## config.mk

```make
export PLATFORM = sky130hd
export DESIGN_NAME = muldiv_unit
export DESIGN_NICKNAME = d
export VERILOG_FILES = /design/src/rtl/muldiv_unit.sv
export SDC_FILE = /design/constraint.sdc
export NUM_CORES = 1
export LEC_CHECK = 0
export ABC_AREA = 1
export ABC_CLOCK_PERIOD_IN_PS = 10900
export BUFFER_PORTS_ARGS = -buffer_cell sky130_fd_sc_hd__clkbuf_2
export CAP_MARGIN = 20
export CORE_MARGIN = 1
export CORE_UTILIZATION = 55
export DETAILED_ROUTE_END_ITERATION = 6
export PLACE_DENSITY = 0.74
export REMOVE_ABC_BUFFERS = 1
export SLEW_MARGIN = 0
export SYNTH_ARGS = -nofsm -noshare
export SYNTH_HDL_FRONTEND = slang
export SYNTH_SLANG_ARGS = --single-unit
```

## constraint.sdc

```tcl
create_clock -name clk -period 10.9 [get_ports clk]
set_input_delay 1.635 -clock clk [delete_from_list [all_inputs] [get_ports clk]]
set_output_delay 1.635 -clock clk [all_outputs]
set_load 0.05 [all_outputs]
```

## src/rtl/muldiv_unit.sv

```systemverilog
// Iterative multiply/divide unit: shift-add multiply and restoring divide on operand
// magnitudes, one bit per cycle, with a single sign-fix cycle before results are published.
module muldiv_unit #(
  parameter int unsigned WIDTH = 16
) (
  input  logic             clk,
  input  logic             reset,
  input  logic             start,
  input  logic [1:0]       op,
  input  logic [WIDTH-1:0] a,
  input  logic [WIDTH-1:0] b,
  input  logic             flush,
  output logic             busy,
  output logic             done,
  output logic [WIDTH-1:0] result,
  output logic [WIDTH-1:0] result_hi,
  output logic             div_by_zero
);

  localparam int unsigned CW = $clog2(WIDTH);
  localparam int unsigned DW = 2 * WIDTH;

  typedef enum logic [1:0] {
    S_IDLE,
    S_CALC,
    S_FIX,
    S_DONE
  } state_t;

  state_t           state;
  logic [CW-1:0]    cnt;
  logic             op_div;
  logic             neg_lo;
  logic             neg_hi;
  logic [WIDTH-1:0] a_orig;
  logic [WIDTH-1:0] opnd;   // multiplicand for multiply, divisor for divide
  logic [DW-1:0]    acc;    // product accumulator, or quotient in the low half
  logic [WIDTH-1:0] rem;

  logic             accept;
  logic             a_neg;
  logic             b_neg;
  logic [WIDTH-1:0] a_mag;
  logic [WIDTH-1:0] b_mag;
  logic [WIDTH:0]   mul_sum;
  logic [DW-1:0]    mul_next;
  logic [WIDTH:0]   div_shift;
  logic [WIDTH:0]   div_diff;
  logic             div_take;
  logic [DW-1:0]    prod_fix;
  logic [WIDTH-1:0] quot_fix;
  logic [WIDTH-1:0] rem_fix;

  // Operand magnitudes, one iteration step of each algorithm, and the sign fix-up
  always_comb begin
    accept    = start && (state == S_IDLE || state == S_DONE);
    a_neg     = ~op[1] & a[WIDTH-1];
    b_neg     = ~op[1] & b[WIDTH-1];
    a_mag     = a_neg ? -a : a;
    b_mag     = b_neg ? -b : b;
    mul_sum   = {1'b0, acc[DW-1:WIDTH]} + (acc[0] ? {1'b0, opnd} : '0);
    mul_next  = {mul_sum, acc[WIDTH-1:1]};
    div_shift = {rem, acc[WIDTH-1]};
    div_diff  = div_shift - {1'b0, opnd};
    // The difference never exceeds the divisor, so its top bit is a clean borrow
    div_take  = ~div_diff[WIDTH];
    prod_fix  = neg_lo ? -acc : acc;
    quot_fix  = neg_lo ? -acc[WIDTH-1:0] : acc[WIDTH-1:0];
    rem_fix   = neg_hi ? -rem : rem;
  end

  // Control FSM and datapath registers
  always_ff @(posedge clk or posedge reset) begin
    if (reset) begin
      state       <= S_IDLE;
      busy        <= 1'b0;
      done        <= 1'b0;
      result      <= '0;
      result_hi   <= '0;
      div_by_zero <= 1'b0;
      cnt         <= '0;
      op_div      <= 1'b0;
      neg_lo      <= 1'b0;
      neg_hi      <= 1'b0;
      a_orig      <= '0;
      opnd        <= '0;
      acc         <= '0;
      rem         <= '0;
    end else if (flush) begin
      state <= S_IDLE;
      busy  <= 1'b0;
      done  <= 1'b0;
    end else begin
      done <= 1'b0;
      unique case (state)
        S_CALC: begin
          cnt <= cnt + CW'(1);
          if (op_div) begin
            rem <= div_take ? div_diff[WIDTH-1:0] : div_shift[WIDTH-1:0];
            acc <= {acc[DW-1:WIDTH], acc[WIDTH-2:0], div_take};
          end else begin
            acc <= mul_next;
          end
          if (cnt == CW'(WIDTH - 1)) state <= S_FIX;
        end
        S_FIX: begin
          state <= S_DONE;
          busy  <= 1'b0;
          done  <= 1'b1;
          if (!op_div) begin
            {result_hi, result} <= prod_fix;
          end else if (opnd == '0) begin
            result      <= '1;
            result_hi   <= a_orig;
            div_by_zero <= 1'b1;
          end else begin
            result    <= quot_fix;
            result_hi <= rem_fix;
          end
        end
        S_DONE:  state <= S_IDLE;
        default: ;
      endcase
      // A start in IDLE or DONE overrides the DONE -> IDLE return
      if (accept) begin
        state       <= S_CALC;
        busy        <= 1'b1;
        cnt         <= '0;
        op_div      <= op[0];
        neg_lo      <= a_neg ^ b_neg;
        neg_hi      <= a_neg;
        a_orig      <= a;
        rem         <= '0;
        div_by_zero <= 1'b0;
        if (op[0]) begin
          opnd <= b_mag;
          acc  <= {{WIDTH{1'b0}}, a_mag};
        end else begin
          opnd <= a_mag;
          acc  <= {{WIDTH{1'b0}}, b_mag};
        end
      end
    end
  end

endmodule
```

==> results of run 1 <==
cell usage in the layout (no fill, tap or decap), drive strengths merged:
master | synthesis | routed
nand2 | 432 | 432
inv | 196 | 202
nor2 | 169 | 169
nand3 | 154 | 154
dfrtp | 124 | 124
o21ai | 89 | 89
clkbuf | 20 | 89
a21oi | 81 | 81
ha | 40 | 40
xor2 | 26 | 26
nand4 | 15 | 15
a221oi | 15 | 15
o22ai | 12 | 12
o211ai | 11 | 11
xnor2 | 10 | 10
a22oi | 9 | 9
nand3b | 9 | 9
o221ai | 7 | 7
a31oi | 7 | 7
nor3 | 7 | 7
buf | 19 | 7
clkinv | 2 | 6
a21o | 3 | 3
o22a | 3 | 3
and2 | 3 | 3
clkinvlp | 0 | 3
a21boi | 2 | 2
fa | 2 | 2
bufinv | 0 | 2
a22o | 1 | 1
o31ai | 1 | 1
nor3b | 1 | 1
o21bai | 1 | 1
o32ai | 1 | 1
o21a | 1 | 1
state kept, by name, indices dropped and copies added, names as in the netlist, 2 cells and up:
signal,cells
a_orig,16
acc,32
rem,16
opnd,16
result_hi,16
state,2
result,16
cnt,4
power by group:
part,total (mW),internal [mW],switching [mW]
clock,0.574,0.340,0.234
combinational,1.68,0.507,1.17
sequential,0.876,0.654,0.222
total,3.13,1.50,1.63
worst max-delay path, stage by stage:
cell	delay, ps
clkbuf_2	80
nand2_1	110
a21oi_1	880
inv_2	440
nor2_1	310
buf_4	270
inv_1	80
nand2_1	60
o21ai_0	80
area by class of cell:
cell class / count / share of cell area [%]
Clock buffer: 17 / 3.96
Clock inverter: 15 / 1.50
Inverter: 198 / 6.94
Multi-Input combinational cell: 1112 / 52.1
Sequential cell: 124 / 28.9
Tap cell: 220 / 2.56
Timing Repair Buffer: 79 / 4.03
worst paths after layout:
path / depth (start not counted) / end / slack [ps]
max: 9 / acc[30] / 7250
min: 1 / cnt[3] / 460
max reg2reg: 10 / acc[30] / 7840
min reg2reg: 1 / cnt[3] / 460
max in group asynchronous: 4 / cnt[2] / 8570
min in group asynchronous: 2 / result_hi[11] / 1280
cell families (layout without fill, tap and decap cells):
kind of cell | Yosys count | count (layout) | share of synthesized area [%]
xor gates and xnor gates | 36 | 36 | 3.28
buffers and inverters | 237 | 309 | 9.58
AOI/OAI and AO/OA | 244 | 244 | 14.8
DFF | 124 | 124 | 32.3
and+or+nand+nor | 790 | 790 | 34.4
adders and majority gates | 42 | 42 | 5.62
routing by layer:
layer / GRT usage (%) / wire (um)
met5: 0 / 0
met4: 11.7 / 849
met2: 51.8 / 13100
met1: 50.4 / 13900
met3: 5.71 / 2450
stage by stage:
step	instance area [um^2]	hold WS, ps	setup WS (ps)	utilization (%)
finish	10700	462	7250	63.8
global placement	10100	458	6460	60.1
detailed placement	10100	455	6410	60.1
global route	10700	478	7040	63.8
floorplan	9430	438	5970	-
CTS	10700	464	6810	63.6
synthesized netlist by cell type (4+ instances only):
master	n	area, um^2
a31oi_1	7	43.8
nor2_2	8	50.1
xnor2_1	10	87.6
inv_2	6	22.5
a221oi_1	15	131
nand2_2	8	50.1
a21oi_1	80	400
buf_1	4	15.0
inv_1	190	713
nand4_1	15	93.8
ha_1	40	500
a22oi_1	9	67.6
o21ai_0	87	435
o22ai_1	12	75.1
dfrtp_1	124	3100
o211ai_1	11	82.6
nor3_1	6	30.0
o221ai_1	7	61.3
xor2_1	26	228
nor2_1	161	604
nand2_1	423	1590
clkbuf_1	20	75.1
nand3_1	153	766
nand3b_1	9	67.6
buf_2	13	65.1
==> flow_metrics.tcl, run 1 <==
set metrics [dict create \
    hold_violations 0 \
    cap_violations 0 \
    row_count 47 \
    synthArstFlopShare_pct 100 \
    antenna_found_initial 0 \
    layout_min_cycle_time_ps 3650 \
    insertion_delay_ps 430 \
    r2r-start "state[0]" \
    cts-root-buf "clkbuf_16" \
    setup.worst_path.class "input pin to flip-flop" \
    status "finished clean" \
    leakage_nw 5.67 \
    synth_ff_type "dfrtp_1" \
    grt_first_pass_wirelength_mm 47.4 \
    via_per_inst 5.78 \
    hold_buffers 0 \
    critPathMaxFanout 26 \
    final_antenna_net_count 0 \
    gp_congestion 0.955 \
    grt.overflow.total 0 \
    nFillCells 1613 \
    yosysUniqueCellTypes 44 \
    grt_max_degree 75 \
    dieArea_um2 18000 \
    initial_utilization_pct 57.1 \
    rsz0062_at_grt "no" \
    power_mw 3.13 \
    required_ps 11210 \
    worstHoldStart "cnt[3]" \
    vias 10200 \
    area_growth_pct 11.7 \
    finalWirelength_mm 30.4 \
    cts_buffers 17 \
    ios 73 \
    final_cells 1765 \
    setup_viol 0 \
    drcViolationCount 0 \
    power.density_nw_per_um2 291 \
    slew_headroom_pct 25.0 \
    die_w_um 134 \
    multi_input_area_um2 5590 \
    arrival_ps 3960 \
    hp-class "flip-flop to flip-flop" \
    grt_pass1_vias 9081 \
    max_freq_mhz 274 \
    avgSynthCellArea_um2 6.52 \
    seqCellArea_um2 3100 \
    tns_ps 0 \
    hpwl_mm 23.6 \
    cts_tree "yes" \
    startpoint_type "input pin" \
    cts.clk_slew.worst_paths_ps 60 \
    drive_above_1_share_pct 9.06 \
    die_h_um 134 \
    ctsResizeCount 0 \
    ys_seq_area_share_pct 32.3 \
    cts_sinks 124 \
    wl_per_cell_um 17.2 \
    fin_skew_ps 8.84 \
    syn_area_um2 9610 \
    cts_setup_buffers 0 \
    startpoint "start" \
    htree_levels 4 \
    first_pass_iters 6 \
    synthCells 1473 \
    fin_nets 1612 \
    drt_iter0_markers 1023 \
    core-area_um2 16800 \
    ir_drop_uv 154 \
    diodes 0 \
    cts.path.max_buffers 2 \
    track_usage_pct 34.5 \
    yosys_warnings 0 \
    tightestPinTransition_ps 1120 \
    yosys_register_bits 124 \
    cp-end-kind "flip-flop" \
    synth_edf_count 0 \
    port_buffers 72 \
    dp_cells 1730 \
    finalCritPeriodShare_pct 33.5 \
    finalMaxSlewViolations 0 \
]
Note: power is estimated with default switching activity, not from simulation.
==> run 2, diff against run 1 <==
--- a/config.mk
+++ b/config.mk
@@ -5,8 +5,8 @@
 export SDC_FILE = /design/constraint.sdc
 export NUM_CORES = 1
 export LEC_CHECK = 0
-export ABC_AREA = 1
-export ABC_CLOCK_PERIOD_IN_PS = 10900
+export ABC_AREA = 0
+export ABC_CLOCK_PERIOD_IN_PS = 3690
 export BUFFER_PORTS_ARGS = -buffer_cell sky130_fd_sc_hd__clkbuf_2
 export CAP_MARGIN = 20
 export CORE_MARGIN = 1
==> constraint.sdc (replaced) <==
create_clock -name clk -period 3.69 [get_ports clk]
set_input_delay 0.5535 -clock clk [delete_from_list [all_inputs] [get_ports clk]]
set_output_delay 0.5535 -clock clk [all_outputs]
set_load 0.05 [all_outputs]
==> flow_metrics.tcl, run 2 <==
set metrics [dict create \
    layout_min_cycle_time_ps 3290 \
    gp_congestion 0.957 \
    cts_setup_buffers 0 \
    grt_pass1_vias 7705 \
    die_h_um 129 \
    nFillCells 1412 \
    cts-root-buf "clkbuf_16" \
    vias 8474 \
    yosys.area.top_type "dfrtp_1" \
    finalWirelength_mm 26.0 \
    yosys_register_bits 124 \
    diodes 0 \
    r2r-start "acc[15]" \
    cts.clk_slew.worst_paths_ps 60 \
    hold_violations 0 \
    cp_slowest_cell "or4_1" \
    required_ps 4050 \
    track_usage_pct 32.3 \
    first_pass_iters 6 \
    place_ws_ps 444 \
    tightestPinTransition_ps 915 \
    drt_iter0_markers 904 \
    syn_area_um2 8920 \
    arrival_ps 3650 \
    cts_tree "yes" \
    slew_headroom_pct 39.0 \
    hold_buffers 0 \
    status "finished clean" \
    netlist.area_leader.share_pct 34.8 \
    core-area_um2 15900 \
    synth_edf_count 0 \
    wl_per_cell_um 18.9 \
    cp-end-kind "flip-flop" \
    drive_above_1_share_pct 12.9 \
    die_w_um 129 \
    fin_skew_ps 8.14 \
    finalCritPeriodShare_pct 89.1 \
    area_growth_pct 12.9 \
    setup.worst_path.class "flip-flop to flip-flop" \
    leakage_nw 4.67 \
    final_cell_mix "nand2_1 (147), dfrtp_1 (124), o21ai_0 (107), nor2_1 (86), a21oi_1 (82)" \
    via_per_inst 6.17 \
    hpwl_mm 19.2 \
    tns_ps 0 \
    synth.top_cells.by_area "dfrtp_1 (35%), nand2_1 (6.2%), o21ai_0 (6.0%), ha_1 (5.6%), xor2_1 (5.6%)" \
    cts_sinks 124 \
    ir_drop_uv 408 \
    insertion_delay_ps 430 \
    synthCells 1088 \
    antenna_found_initial 0 \
    grt.overflow.total 0 \
    stdcell_area_um2 10100 \
    drcViolationCount 0 \
    hp-class "input pin to async pin" \
    initial_utilization_pct 56.1 \
    yosysUniqueCellTypes 70 \
    ios 73 \
    synthArstFlopShare_pct 100 \
    yosys_warnings 0 \
    slowest_delay_ps 490 \
    startpoint "acc[15]" \
    grt_max_degree 54 \
    ys_top_cells_by_count "nand2_1 (147), dfrtp_1 (124), o21ai_0 (107)" \
    port_buffers 72 \
    final_antenna_net_count 0 \
    power.density_nw_per_um2 767 \
    ys_seq_area_share_pct 34.8 \
    ctsResizeCount 0 \
    setup_viol 0 \
    fin_nets 1224 \
    layout_commonest_cell "nand2_1" \
    placed_cell_area_um2 9520 \
    finalMaxSlewViolations 0 \
    startpoint_type "flip-flop" \
    htree_levels 4 \
    cts.path.max_buffers 2 \
    crit_chain "inv_1 -> ha_1 -> fa_1 -> nand2b_1 -> a21oi_1 -> o211ai_1 -> a31oi_1 -> xnor2_1 -> buf_4 -> or4_1 -> nand3_1" \
    grt_first_pass_wirelength_mm 40.9 \
    dieArea_um2 16700 \
    rsz0062_at_grt "no" \
    synth_ff_type "dfrtp_1" \
    cts_buffers 17 \
    largest_reg_flops 32 \
    top_register "acc" \
    cap_violations 0 \
    max_freq_mhz 304 \
    synth.most_common_cell "nand2_1" \
    avgSynthCellArea_um2 8.20 \
    critPathMaxFanout 10 \
    fin_ws_ps 401 \
    row_count 46 \
    whs_ps 172 \
]
run 2: cell types whose count changed after synthesis, moves of 24 or more:
| cell | change |
|---|---|
| inv_1 | -146 |
| mux2i_1 | +24 |
| nand2_1 | -276 |
| nand3_1 | -127 |
| nor2_1 | -74 |
| xor2_1 | +31 |
run 2: worst paths after layout:
check,to,slack [ps],cells past startpoint
max,rem[4],400,11
min,acc[24],170,2
max reg2reg,rem[4],400,11
min reg2reg,result[0],470,2
max in group asynchronous,result[1],2690,3
min in group clk,a_orig[4],370,3
run 2: final cells by class:
| type | instances | area (um^2) | share of cell area, % |
|---|---|---|---|
| Inverter | 45 | 171 | 1.70 |
| Clock inverter | 15 | 125 | 1.24 |
| Timing Repair Buffer | 96 | 553 | 5.49 |
| Sequential cell | 124 | 3100 | 30.8 |
| Tap cell | 216 | 270 | 2.68 |
| Multi-Input combinational cell | 860 | 5420 | 53.8 |
| Clock buffer | 17 | 425 | 4.23 |
run 2: power by group:
group | switching [mW] | total (mW) | internal (mW) | leakage [nW]
combinational | 2.41 | 3.68 | 1.27 | 2.81
clock | 0.663 | 1.58 | 0.921 | 0.265
sequential | 0.588 | 2.45 | 1.86 | 1.59
run 2: kinds of logic after synthesis:
family	share of synthesized area [%]
AO/OA/AOI/OAI	23.0
XOR/XNOR	8.74
adder cells (fa/ha/maj)	6.06
buffers and inverters	4.50
flip-flops	34.8
multiplexers	2.95
AND/OR/NAND/NOR	20.0
run 2: stage by stage:
| stage | total power [mW] | util [%] | instances |
|---|---|---|---|
| final | 7.72 | 63.4 | 1373 |
| after CTS | 7.68 | 63.4 | 1373 |
| after global routing | 8.20 | 63.4 | 1373 |
| after floorplan | 4.97 | - | 1029 |
| after global placement | 6.00 | 59.9 | 1341 |
| after detailed placement | 6.07 | 59.9 | 1341 |
run 2: layer usage:
layer / track usage (%) / routed length [um] / up-vias
li1: - / - / 4015
met1: 44.3 / 11300 / 4030
met2: 48.1 / 11500 / 363
met3: 9.12 / 2410 / 66
met4: 12.5 / 796 / 0
met5: 0 / 0 / -
run 2: critical path: cells and delay by family, from the launching register on:
family,cells,cell delay (ps)
buffers and inverters,2,390
AOI/OAI and AO/OA,3,740
xor gates and xnor gates,1,230
DFF,1,450
and+or+nand+nor,3,790
adders and majority gates,2,630
==> run 3, diff against run 2 <==
--- a/config.mk
+++ b/config.mk
@@ -13,7 +13,6 @@
 export CORE_UTILIZATION = 55
 export DETAILED_ROUTE_END_ITERATION = 6
 export PLACE_DENSITY = 0.74
-export REMOVE_ABC_BUFFERS = 1
 export SLEW_MARGIN = 0
 export SYNTH_ARGS = -nofsm -noshare
 export SYNTH_HDL_FRONTEND = slang
==> flow_metrics.tcl, run 3 (synthesized netlist as in run 2, its figures left out) <==
set metrics [dict create \
    multi_input_area_um2 5420 \
    grt_max_degree 54 \
    required_ps 4050 \
    die_h_um 129 \
    leakage_nw 4.67 \
    initial_utilization_pct 56.1 \
    cts_setup_buffers 0 \
    area_growth_pct 13.1 \
    gp_congestion 0.945 \
    fin_nets 1223 \
    insertion_delay_ps 430 \
    fin_skew_ps 13.1 \
    hp-class "input pin to async pin" \
    stdcell_area_um2 10100 \
    status "finished clean" \
    drcViolationCount 0 \
    grt.overflow.total 0 \
    cp-end-kind "flip-flop" \
    ctsResizeCount 0 \
    rsz0062_at_grt "no" \
    power.density_nw_per_um2 768 \
    hpwl_mm 19.6 \
    port_buffers 72 \
    hold_buffers 0 \
    grt_pass1_vias 7678 \
    cts_sinks 124 \
    drt_iter0_markers 760 \
    placed_cell_area_um2 9510 \
    syn_nets 1168 \
    crit_chain "inv_1 -> ha_1 -> fa_1 -> nand2b_1 -> a21oi_1 -> o211ai_1 -> a31oi_1 -> xnor2_1 -> buf_4 -> or4_1 -> nand3_1" \
    final_antenna_net_count 0 \
    cts-root-buf "clkbuf_16" \
    finalWirelength_mm 25.9 \
    wl_per_cell_um 18.9 \
    cts_buffers 17 \
    top_register "acc" \
    track_usage_pct 32.9 \
    setup.worst_path.class "flip-flop to flip-flop" \
    arrival_ps 3360 \
    first_pass_iters 5 \
    slowest_delay_ps 460 \
    hold_violations 0 \
    seqCellArea_um2 3100 \
    layout_min_cycle_time_ps 3000 \
    largest_reg_flops 32 \
    cp_num_buf_inv 2 \
    dieArea_um2 16700 \
    antenna_found_initial 1 \
    die_w_um 129 \
    cp_slowest_cell "dfrtp_1" \
    tns_ps 0 \
    final_cell_mix "nand2_1 (147), dfrtp_1 (124), o21ai_0 (107), nor2_1 (86), a21oi_1 (82)" \
    layout_commonest_cell "nand2_1" \
    row_count 46 \
    diodes 0 \
    cap_violations 0 \
    slew_headroom_pct 36.4 \
    grt_first_pass_wirelength_mm 41.4 \
    max_freq_mhz 333 \
    cts.path.max_buffers 2 \
    finalCritPeriodShare_pct 81.4 \
    startpoint_type "flip-flop" \
    vias 8421 \
    core-area_um2 15900 \
    critPathMaxFanout 8 \
    htree_levels 4 \
    finalMaxSlewViolations 0 \
    cp_top_family "simple AND/OR/NAND/NOR gates" \
    setup_viol 0 \
    cts.clk_slew.worst_paths_ps 60 \
    cts_tree "yes" \
    via_per_inst 6.14 \
    tightestPinTransition_ps 954 \
    nFillCells 1400 \
    ir_drop_uv 498 \
    ios 73 \
    drive_above_1_share_pct 12.7 \
]
-- run 3: cell types whose count changed in the layout (fill, tap and decap cells not counted) --
cell,previous run,this run
clkbuf_8,0,4
clkinv_2,6,4
inv_6,2,0
buf_4,23,22
clkbuf_1,0,1
inv_4,1,0
-- run 3: cell type report --
cell class / instances / share of cell area (%)
multi-input combinational: 860 / 53.7
tap: 216 / 2.68
clock buffer: 22 / 4.80
clock inverter: 10 / 0.893
inverter: 45 / 1.71
timing repair buffer: 95 / 5.41
sequential: 124 / 30.8
-- run 3: power breakdown --
| part | internal, mW | total (mW) | switching [mW] |
|---|---|---|---|
| logic | 1.28 | 3.67 | 2.39 |
| registers | 1.86 | 2.47 | 0.604 |
| clock network | 0.993 | 1.61 | 0.617 |
-- run 3: through the flow --
step | hold WS (ps) | total power, mW | instances | worst slack [ps] | utilization [%]
finish | 230 | 7.75 | 1372 | 687 | 63.5
global route | 290 | 8.26 | 1372 | 511 | 63.5
CTS | 253 | 7.70 | 1372 | 712 | 63.5
detailed placement | 458 | 6.07 | 1340 | 735 | 59.9
global placement | 451 | 6.00 | 1340 | 819 | 59.9
floorplan | 440 | 5.05 | 1088 | 693 | -
-- run 3: path summary, 6_finish.rpt --
kind | to | cells past startpoint | startpoint | slack (ps)
worst max register to register | rem[4] | 11 | acc[15] | 690
worst min register to register | result[4] | 2 | result[4] | 470
worst max-delay path | rem[4] | 11 | acc[15] | 690
min in group clk | a_orig[7] | 3 | a[7] | 390
max in group asynchronous | acc[4] | 3 | reset | 2620
worst min-delay path | done | 2 | reset | 230
-- run 3: per-layer routing --
metal | wire length [um] | global-route usage (%) | vias to the layer above | share of wire (%)
li1 | - | - | 4014 | -
met1 | 11500 | 44.7 | 4004 | 44
met2 | 11500 | 50.0 | 352 | 44
met3 | 2270 | 9.50 | 51 | 8.7
met4 | 688 | 11.3 | 0 | 2.7
met5 | 0 | 0 | - | 0
